[src/rtl/ili9341_tx_sched.sv]
// ili9341_tx_sched: FIFO-buffered D/C+byte scheduler with CS framing and handshake watchdog
module ili9341_tx_sched #(
  parameter int DEPTH    = 16,
  parameter int CS_SETUP = 1,
  parameter int CS_HOLD  = 4,
  parameter int TIMEOUT  = 64
) (
  input  logic                     clk,
  input  logic                     rst,
  input  logic                     wr_en,
  input  logic                     wr_dc,
  input  logic [7:0]               wr_data,
  output logic                     full,
  output logic                     empty,
  output logic [$clog2(DEPTH):0]   level,
  output logic                     send,
  output logic [7:0]               tx_byte,
  output logic                     tx_dc,
  input  logic                     spi_done,
  output logic                     cs_n,
  output logic                     busy,
  output logic                     overflow,
  output logic                     timeout_err,
  input  logic                     err_clr
);
  localparam int AW = $clog2(DEPTH);
  localparam int LW = AW + 1;
  localparam int M1 = TIMEOUT > CS_HOLD ? TIMEOUT : CS_HOLD;
  localparam int CMAX = M1 > CS_SETUP ? M1 : CS_SETUP;
  localparam int CW = $clog2(CMAX + 1);
  localparam logic [CW-1:0] SET_L = CW'(CS_SETUP - 1);
  localparam logic [CW-1:0] HOLD_L = CW'(CS_HOLD);
  localparam logic [CW-1:0] TO_L = CW'(TIMEOUT - 1);
  typedef enum logic [2:0] {IDLE, SETUP, ISSUE, WAIT, HOLD} state_t;
  state_t state, state_n;
  logic [8:0] mem [DEPTH];
  logic [AW-1:0] wp, rp;
  logic [CW-1:0] cnt;
  logic push, pop, to_fire;
  assign full = level == LW'(DEPTH);
  assign empty = level == '0;
  assign push = wr_en & ~full;
  assign send = state == ISSUE;
  assign busy = state != IDLE;
  // next state; pops happen only on entry into ISSUE
  always_comb begin
    state_n = state;
    pop = 1'b0;
    to_fire = 1'b0;
    case (state)
      IDLE:  state_n = empty ? IDLE : SETUP;
      SETUP: if (cnt == SET_L) begin state_n = ISSUE; pop = 1'b1; end
      ISSUE: state_n = WAIT;
      WAIT:
        if (spi_done) begin
          state_n = empty ? HOLD : ISSUE;
          pop = ~empty;
        end else if (cnt == TO_L) begin
          state_n = IDLE;
          to_fire = 1'b1;
        end
      HOLD:
        if (!empty) begin
          state_n = ISSUE;
          pop = 1'b1;
        end else if (cnt == HOLD_L) state_n = IDLE;
      default: state_n = IDLE;
    endcase
  end
  // FIFO storage needs no reset; emptiness is tracked by level
  always_ff @(posedge clk)
    if (push) mem[wp] <= {wr_dc, wr_data};
  // state, counter, pointers, outputs and sticky errors
  always_ff @(posedge clk or negedge rst) begin
    if (!rst) begin
      state <= IDLE;
      cnt <= '0;
      wp <= '0;
      rp <= '0;
      level <= '0;
      cs_n <= 1'b1;
      tx_byte <= 8'h00;
      tx_dc <= 1'b0;
      overflow <= 1'b0;
      timeout_err <= 1'b0;
    end else begin
      state <= state_n;
      cnt <= (state_n != state) ? '0 : cnt + 1'b1;
      cs_n <= state_n == IDLE;
      wp <= push ? wp + 1'b1 : wp;
      rp <= pop ? rp + 1'b1 : rp;
      level <= level + LW'(push) - LW'(pop);
      {tx_dc, tx_byte} <= pop ? mem[rp] : {tx_dc, tx_byte};
      overflow <= err_clr ? 1'b0 : overflow | (wr_en & full);
      timeout_err <= err_clr ? 1'b0 : timeout_err | to_fire;
    end
  end
endmodule

[config.mk]
export PLATFORM = sky130hd
export DESIGN_NAME = ili9341_tx_sched
export DESIGN_NICKNAME = d
export VERILOG_FILES = /design/src/rtl/ili9341_tx_sched.sv
export SDC_FILE = /design/constraint.sdc
export NUM_CORES = 1
export LEC_CHECK = 0
export CORE_UTILIZATION = 55
export DETAILED_ROUTE_END_ITERATION = 8
export PLACE_DENSITY = 0.76
export SETUP_SLACK_MARGIN = 0.02
export SLEW_MARGIN = 20
export SYNTH_ARGS = -nofsm -noshare
export SYNTH_HDL_FRONTEND = slang
export SYNTH_SLANG_ARGS = --single-unit
[constraint.sdc]
create_clock -name clk -period 8.2 [get_ports clk]
set_clock_uncertainty 0.2 [all_clocks]
set_input_delay 1.64 -clock clk [delete_from_list [all_inputs] [get_ports clk]]
set_output_delay 1.64 -clock clk [all_outputs]
set_load 0.03 [all_outputs]
======== After elaboration in Yosys (flattened, before gate mapping) ========
Memories as Yosys holds them, arrays and structs flattened. A register that Yosys moved wholly into a read port is not among the register bits.
Index checks and enable logic that the tools add are counted.
storage, ports and cells
  memories kept ........................... 1
  logic and storage cells ................. 54
  bits of input ports ..................... 14
  RAM bits ................................ 144
  flip-flop bits (word level) ............. 26
  output and inout bits ................... 21
cells by class
  bitwise operators ....................... 6
  eq/ne operators ......................... 8
  muxes and demuxes ....................... 20
  reductions and logical operators ........ 6
  add/sub/neg operators ................... 5
memory list
  memory  words  bits a word  read ports  clocked after Yosys merged registers in  write ports  line  text
  mem     16     9            1           1                                        1            36    logic [8:0] mem [DEPTH];
operators with widths
  operator               count
  $mux W3                6
  $pmux W3 S5            1
  $mux W1                11
  $add A4 B1 Y4 const B  2
  $add A7 B1 Y7 const B  1
  $eq A7 B3 Y1 const B   1
  $eq A7 B6 Y1 const B   1
  $logic_not A7 Y1       1
  $mux W7                1
  $eq A3 B2 Y1 const B   2
  $logic_not A3 Y1       2
  $add A5 B1 Y5          1
  $eq A5 B5 Y1 const B   1
  $logic_not A5 Y1       1
  $sub A5 B1 Y5          1
  $eq A3 B1 Y1 const B   1
  $eq A3 B3 Y1 const B   1
  $ne A3 B3 Y1           1
  $pmux W1 S3            1
  $reduce_bool A3 Y1     1
  $and A1 B1 Y1          2
  $not A1 Y1             2
  $or A1 B1 Y1           2
  $logic_not A1 Y1       1

======== Longest topological paths before layout ========
Gate-level depths: netlist of run 1.
  word-level depth ........................ 6
  depth in mapped cells ................... 15
  gate-level depth less buffers ........... 14

======== Least setup slack after synthesis of run 1 ========
No wires, ideal clock.
  path type ............................... input-to-reg
  start ................................... in spi_done
  end ..................................... reg level[4]
  path buffers ............................ 1
  required time ........................... 7.877 ns
  cell stages on the path ................. 13
  data arrival time ....................... 3.526 ns
  library setup time ...................... 0.123 ns
  path slack .............................. 4.351 ns
  path through ............................ nand4b_1 -> a21oi_1 -> nor2_2 -> buf_6 -> inv_1 -> ha_1 -> inv_1 -> ha_1 -> fa_1 -> a21oi_1 -> nor2_1 -> nor2_1 -> xnor2_1
on the way
  cells in the longest elaborated chain, start to end .. 3
RTL lines
  element               line  text
  start, declared       19    input logic spi_done,
  $mux W1               55    if (spi_done) begin
  $pmux W1 S3           50    case (state)
  named net pop         39    logic push, pop, to_fire;
  $sub A5 B1 Y5         92    level <= level + LW'(push) - LW'(pop);
  end signal, assigned  92
  end, declared         15    output logic [$clog2(DEPTH):0] level,
The timed path passes the listed nets, and every way through them passes these cells.
A chain may end at the register's enable or synchronous reset.

======== Worst setup path in the final report of run 1 ========
Ends and elaborated chain as after synthesis.

==> results.toml, run 1 <==
[route]
drc_errors = 0
drt_iter0_markers = 364
ant_nets = 0
routedWlPerCell_um = 22.49
routed-via-count = 3794
drt_wl_total_um = 14080
dr.pass1.iters = 5
vias_per_cell = 6.061

[die]
fp.coreArea_mm2 = 0.01277
die_y_um = 117.3
die_w_um = 117.3
rows = 41
io_pins = 35
dieArea_mm2 = 0.01377
start_util = 0.5728

[clocking]
cts_buffers = 17
cts_tree = "yes"
cts.sinks = 179
clk_path_buf_depth = 2
cts_setup_buffers = 0
root_buffer = "clkbuf_16"
clock_insertion_delay_worst_skew_ns = 0.43
cts_resized = 0
htreeDepth = 4
holdBufCountCts = 0
clk_pin_slew_ns = 0.06

[synth]
synth.distinct_cells = 45
synth_seq_cells = 179
synth_ff_type = "edfxtp_1"
syn-cell-area_mm2 = 0.007317
synth_edf_count = 144
async_reset_ff_frac = 0.1955
syn_area_per_cell_um2 = 18.25
synthCells = 401
yosys_warnings = 0
syn-num-nets = 429
seq_area_frac_synth = 0.7108

[cells_and_area]
diodes = 0
multiInputGateArea_mm2 = 0.002031
syn_to_final_growth_pct = 16.48
fillers = 792
final_layout_size_suffix_gt1_frac = 0.2070
seq_area_mm2 = 0.005202
nets = 469

[grt]
grt_pass1_vias = 3893
grt_use_total = 0.2228
antenna_found_initial = 0
grt_first_pass_wirelength_um = 22180
grt_max_degree = 40
grt-ovfl-total = 0

[worst_setup_path]
startpoint = "spi_done"
r2r_start = "level[2]$_DFF_PN0_"
crit_end = "level[4]$_DFF_PN0_"
crit_type = "in -> reg"
rr_worst_depth = 14
critPathLaunchType = "primary input"
critPathArrivalTime_ns = 4.65
worstReg2RegEnd = "level[4]$_DFF_PN0_"
worst-r2r-setup-slack_ns = 4.38
cp.required_ns = 8.35
crit_fanout = 13
worst_setup_path_end_kind = "flip-flop"

[sta]
period_minus_slack_ns = 4.504
worst_slack_ns = 3.696
finalSetupTns_ns = 0
finalMaxSlewViolations = 0
setup_violations = 0
rsz0062_at_grt = "no"
hold_slack_ns = 0.3022
min_period_over_period = 0.5493
max_freq_mhz = 222.0
final-hold-violation-count = 0
tightest_slew_ns = 1.164
relSlewSlack = 0.2213

[worst_hold_path]
holdCritPathClass = "reg -> reg"
hp-start = "overflow$_DFF_PN0_"

[placed_design]
port_buffers = 34
dpl_worst_slack_ns = 3.291
place.gp.congestion = 0.8134
hpwl_um = 8771

[pwr]
p_leak_nw = 2.954
peakVddDrop_v = 0.0001752
powerDensity_mw_per_mm2 = 370.5
power_mw = 3.158

[run]
cap_viol_max_count = 0

[run_status]
status = "complete, no violations"
-- power breakdown --
part,internal (mW),switching (mW)
Combinational,0.487,0.568
Clock,0.518,0.348
Sequential,1.13,0.108
Total,2.13,1.02
-- cells in the mapped netlist (all sizes together), types with 10 or more instances --
cell type  count  area share
a22oi         18       0.018
clkbuf        10      0.0051
dfrtp         34        0.12
edfxtp       144        0.59
ha            13       0.022
inv           17      0.0087
mux2          10       0.019
mux4          36        0.11
nand2         13      0.0067
nor2          15      0.0080
nor3          11      0.0075
xnor2         10       0.012
-- cells by family after synthesis --
kind of cell | Yosys count | share of synthesized area
xor+xnor | 14 | 0.01676
mux | 46 | 0.1298
fa+ha+maj | 14 | 0.02497
buf+inv | 36 | 0.02018
simple gates | 74 | 0.05968
flops | 179 | 0.7108
compound gates | 38 | 0.03779
-- worst max-delay path: stages --
cell and delay, ns:
clkdlybuf4s50_1 0.47, nand4b_1 0.15, a21oi_1 0.14, nor2_2 0.75, inv_1 0.10, ha_1 0.30, inv_1 0.04, ha_1 0.20
fa_1 0.41, a21oi_1 0.16, nor2_1 0.05, nor2_1 0.11, xnor2_1 0.13
-- sequential cells by signal (all words and copies together), names as in the netlist --
signal and cells:
mem 144, state 3, cnt 7, level 5, overflow 1, timeout_err 1
wp 4, rp 4, cs_n 1, tx_byte 8, tx_dc 1
-- cells in the final DEF, fill, tap and decap left out, types with 3 or more instances in the layout --
cell and instances:
inv_1 17, nor3_1 11, xnor2_1 10, nor2_1 13
o311ai_0 3, inv_8 3, buf_4 6, a22oi_1 18
xor2_1 4, nor4_4 4, bufinv_16 4, nor3b_1 3
nor2b_1 3, o31ai_1 3, nand3_1 3, a21oi_1 5
mux2_4 7, and2_1 7, dfrtp_1 33, clkbuf_16 17
mux4_2 36, clkdlybuf4s50_1 33, edfxtp_1 144, mux2_2 3
ha_1 13, nand2_1 13
-- how the worst min path moves through the flow --
stage / slack [ns] / depth (start not counted) / end
after floorplan: 0.26 / 1 / cnt[0]$_DFF_PN0_
after global placement: 0.28 / 1 / cnt[0]$_DFF_PN0_
after detailed placement: 0.29 / 2 / overflow$_DFF_PN0_
after CTS: 0.30 / 2 / overflow$_DFF_PN0_
after global routing: 0.33 / 1 / tx_byte[7]$_DFFE_PN0P_
final: 0.30 / 2 / overflow$_DFF_PN0_
-- layer usage --
layer | vias up | part of all wire | track usage | wire length (µm)
met5 | - | 0 | 0 | 0
li1 | 1665 | - | - | -
met2 | 120 | 0.50 | 0.3502 | 7077
met1 | 1987 | 0.42 | 0.3060 | 5943
met4 | 0 | 0.019 | 0.08198 | 262
met3 | 22 | 0.057 | 0.05204 | 797
-- stage by stage --
stage / cells / instance area, µm² / utilization
2_1_floorplan: 401 / 7317 / -
3_3_place_gp: 594 / 7855 / 0.6149
3_5_place_dp: 594 / 7855 / 0.6149
4_1_cts: 626 / 8486 / 0.6643
5_1_grt: 626 / 8523 / 0.6673
6_report: 626 / 8523 / 0.6673
-- final cells by class --
cell class	instances	area share
clock buffers	19	0.05079
clock inverters	13	0.02319
inverters	17	0.007487
multi-input cells	186	0.2383
flip-flops and latches	179	0.6104
well taps	172	0.02525
repair buffers	40	0.04463
No activity file was read; power rests on OpenSTA's default activity.
==> run 2, diff against run 1 <==
- CORE_UTILIZATION: 55 -> 54
- PLACE_DENSITY: 0.76 -> 0.77
- clock period: 8.2 -> 3.71 ns (I/O delays scaled with it)
==> results.toml, run 2 (synthesis results as in run 1) <==
[worst_setup_path]
critPathBufInv = 2
cpMaxStageDelayCell = "clkdlybuf4s50_1"
worstReg2RegEnd = "level[4]$_DFF_PN0_"
crit_chain = "inv_1 -> ha_1 -> nor4bb_2 -> clkdlybuf4s50_1"
crit_end = "full"
crit_fanout = 3
critPathArrivalTime_ns = 2.24
max_stage_delay_ns = 0.74
rr_worst_depth = 14
crit_type = "reg -> out"
worst_setup_path_end_kind = "output port"
critPathLaunchType = "flip-flop"
cp.depth = 4
r2r_start = "cnt[0]$_DFF_PN0_"
cp.required_ns = 2.77
worst-r2r-setup-slack_ns = 0.62
cpLargestDelayFamily = "buffers and inverters"
startpoint = "level[2]$_DFF_PN0_"

[die]
start_util = 0.5525
die_w_um = 118.4
fp.coreArea_mm2 = 0.01324
io_pins = 35
die_y_um = 118.4
rows = 42
dieArea_mm2 = 0.01402

[sta]
hold_slack_ns = 0.1915
finalMaxSlewViolations = 0
min_period_over_period = 0.8566
relSlewSlack = 0.4807
period_minus_slack_ns = 3.178
tightest_slew_ns = 0.7790
setup_violations = 0
finalSetupTns_ns = 0
rsz0062_at_grt = "no"
max_freq_mhz = 314.7
final-hold-violation-count = 0

[cells_and_area]
syn_to_final_growth_pct = 16.77
largest_reg_flops = 144
diodes = 0
nets = 479
fillers = 919
regMostFlops = "mem"
largestRegisters = "mem x144, tx_byte x8, cnt x7"
mostFrequentLayoutCell = "edfxtp_1"
final_cell_mix = "edfxtp_1 (144), mux4_2 (36), dfrtp_1 (33), clkdlybuf4s50_1 (33), a22oi_1 (18)"
final_layout_size_suffix_gt1_frac = 0.2198
seq_area_mm2 = 0.005202
multiInputGateArea_mm2 = 0.001999

[clocking]
clock_insertion_delay_worst_skew_ns = 0.43
clk_path_buf_depth = 2
clk_pin_slew_ns = 0.06
htreeDepth = 4
cts_tree = "yes"
root_buffer = "clkbuf_16"
holdBufCountCts = 0
cts.sinks = 179
cts_resized = 0
cts_buffers = 17
cts_setup_buffers = 0

[route]
routedWlPerCell_um = 21.03
drt_iter0_markers = 271
dr.pass1.iters = 4
drt_wl_total_um = 13460
ant_nets = 0
vias_per_cell = 5.845
routed-via-count = 3741
drc_errors = 0

[run]
cap_viol_max_count = 0

[grt]
grt_max_degree = 36
grt_first_pass_wirelength_um = 21430
grt-ovfl-total = 0
grt_use_total = 0.2123
antenna_found_initial = 0
grt_pass1_vias = 3860

[pwr]
powerDensity_mw_per_mm2 = 800.6
p_leak_nw = 2.986
peakVddDrop_v = 0.0004293

[placed_design]
port_buffers = 34
hpwl_um = 8774
place.gp.congestion = 0.8673

[run_status]
status = "complete, no violations"

[worst_hold_path]
holdCritPathClass = "in -> async"
-- run 2: routing by layer --
layer | GRT usage | part of all wire
met5 | 0 | 0
met4 | 0.07516 | 0.016
met3 | 0.04875 | 0.048
met2 | 0.3537 | 0.51
met1 | 0.2762 | 0.43
-- run 2: worst register-to-register path, cell delays in order (launching register included) --
cell and delay, ns:
dfrtp_1 0.41, inv_1 0.07, ha_1 0.14, or4b_4 0.50, nor4b_4 0.34, nor2_2 0.07
inv_1 0.06, ha_1 0.12, inv_1 0.04, ha_1 0.21, fa_1 0.42, a21oi_1 0.16
nor2_1 0.05, nor2_1 0.11, xnor2_1 0.12
-- run 2: power by group --
group | internal (mW) | switching, mW | leakage, nW
sequential | 2.50 | 0.281 | 1.73
clock | 1.06 | 0.730 | 0.290
combinational | 1.11 | 1.17 | 0.964
total | 4.66 | 2.18 | 2.99
-- run 2: layout make-up --
class	count	share of cell area
sequential	179	0.6089
multi-input combinational	186	0.2340
timing repair buffer	50	0.05477
clock buffer	19	0.05067
tap	176	0.02577
clock inverter	13	0.01845
inverter	17	0.007468
-- run 2: worst min path at each step --
stage | from | end | slack, ns | cells after the start
3_3_place_gp | cnt[0]$_DFF_PN0_ | cnt[0]$_DFF_PN0_ | 0.27 | 1
5_1_grt | rst | wp[3]$_DFFE_PN0P_ | 0.26 | 1
3_5_place_dp | cnt[0]$_DFF_PN0_ | cnt[0]$_DFF_PN0_ | 0.29 | 1
4_1_cts | rst | wp[3]$_DFFE_PN0P_ | 0.22 | 1
6_report | rst | level[4]$_DFF_PN0_ | 0.19 | 1
2_1_floorplan | rst | cnt[0]$_DFF_PN0_ | 0.25 | 0
-- run 2: stage by stage --
step	instance area, µm²	worst slack [ns]	util	std cells	power, mW
after floorplan	7323	0.2492	-	401	4.392
after global placement	7954	0.4061	0.6006	608	5.002
after detailed placement	7954	0.3482	0.6006	608	5.088
after CTS	8544	0.5019	0.6452	640	6.895
after global routing	8544	0.4057	0.6452	640	7.182
final	8544	0.5319	0.6452	640	6.840
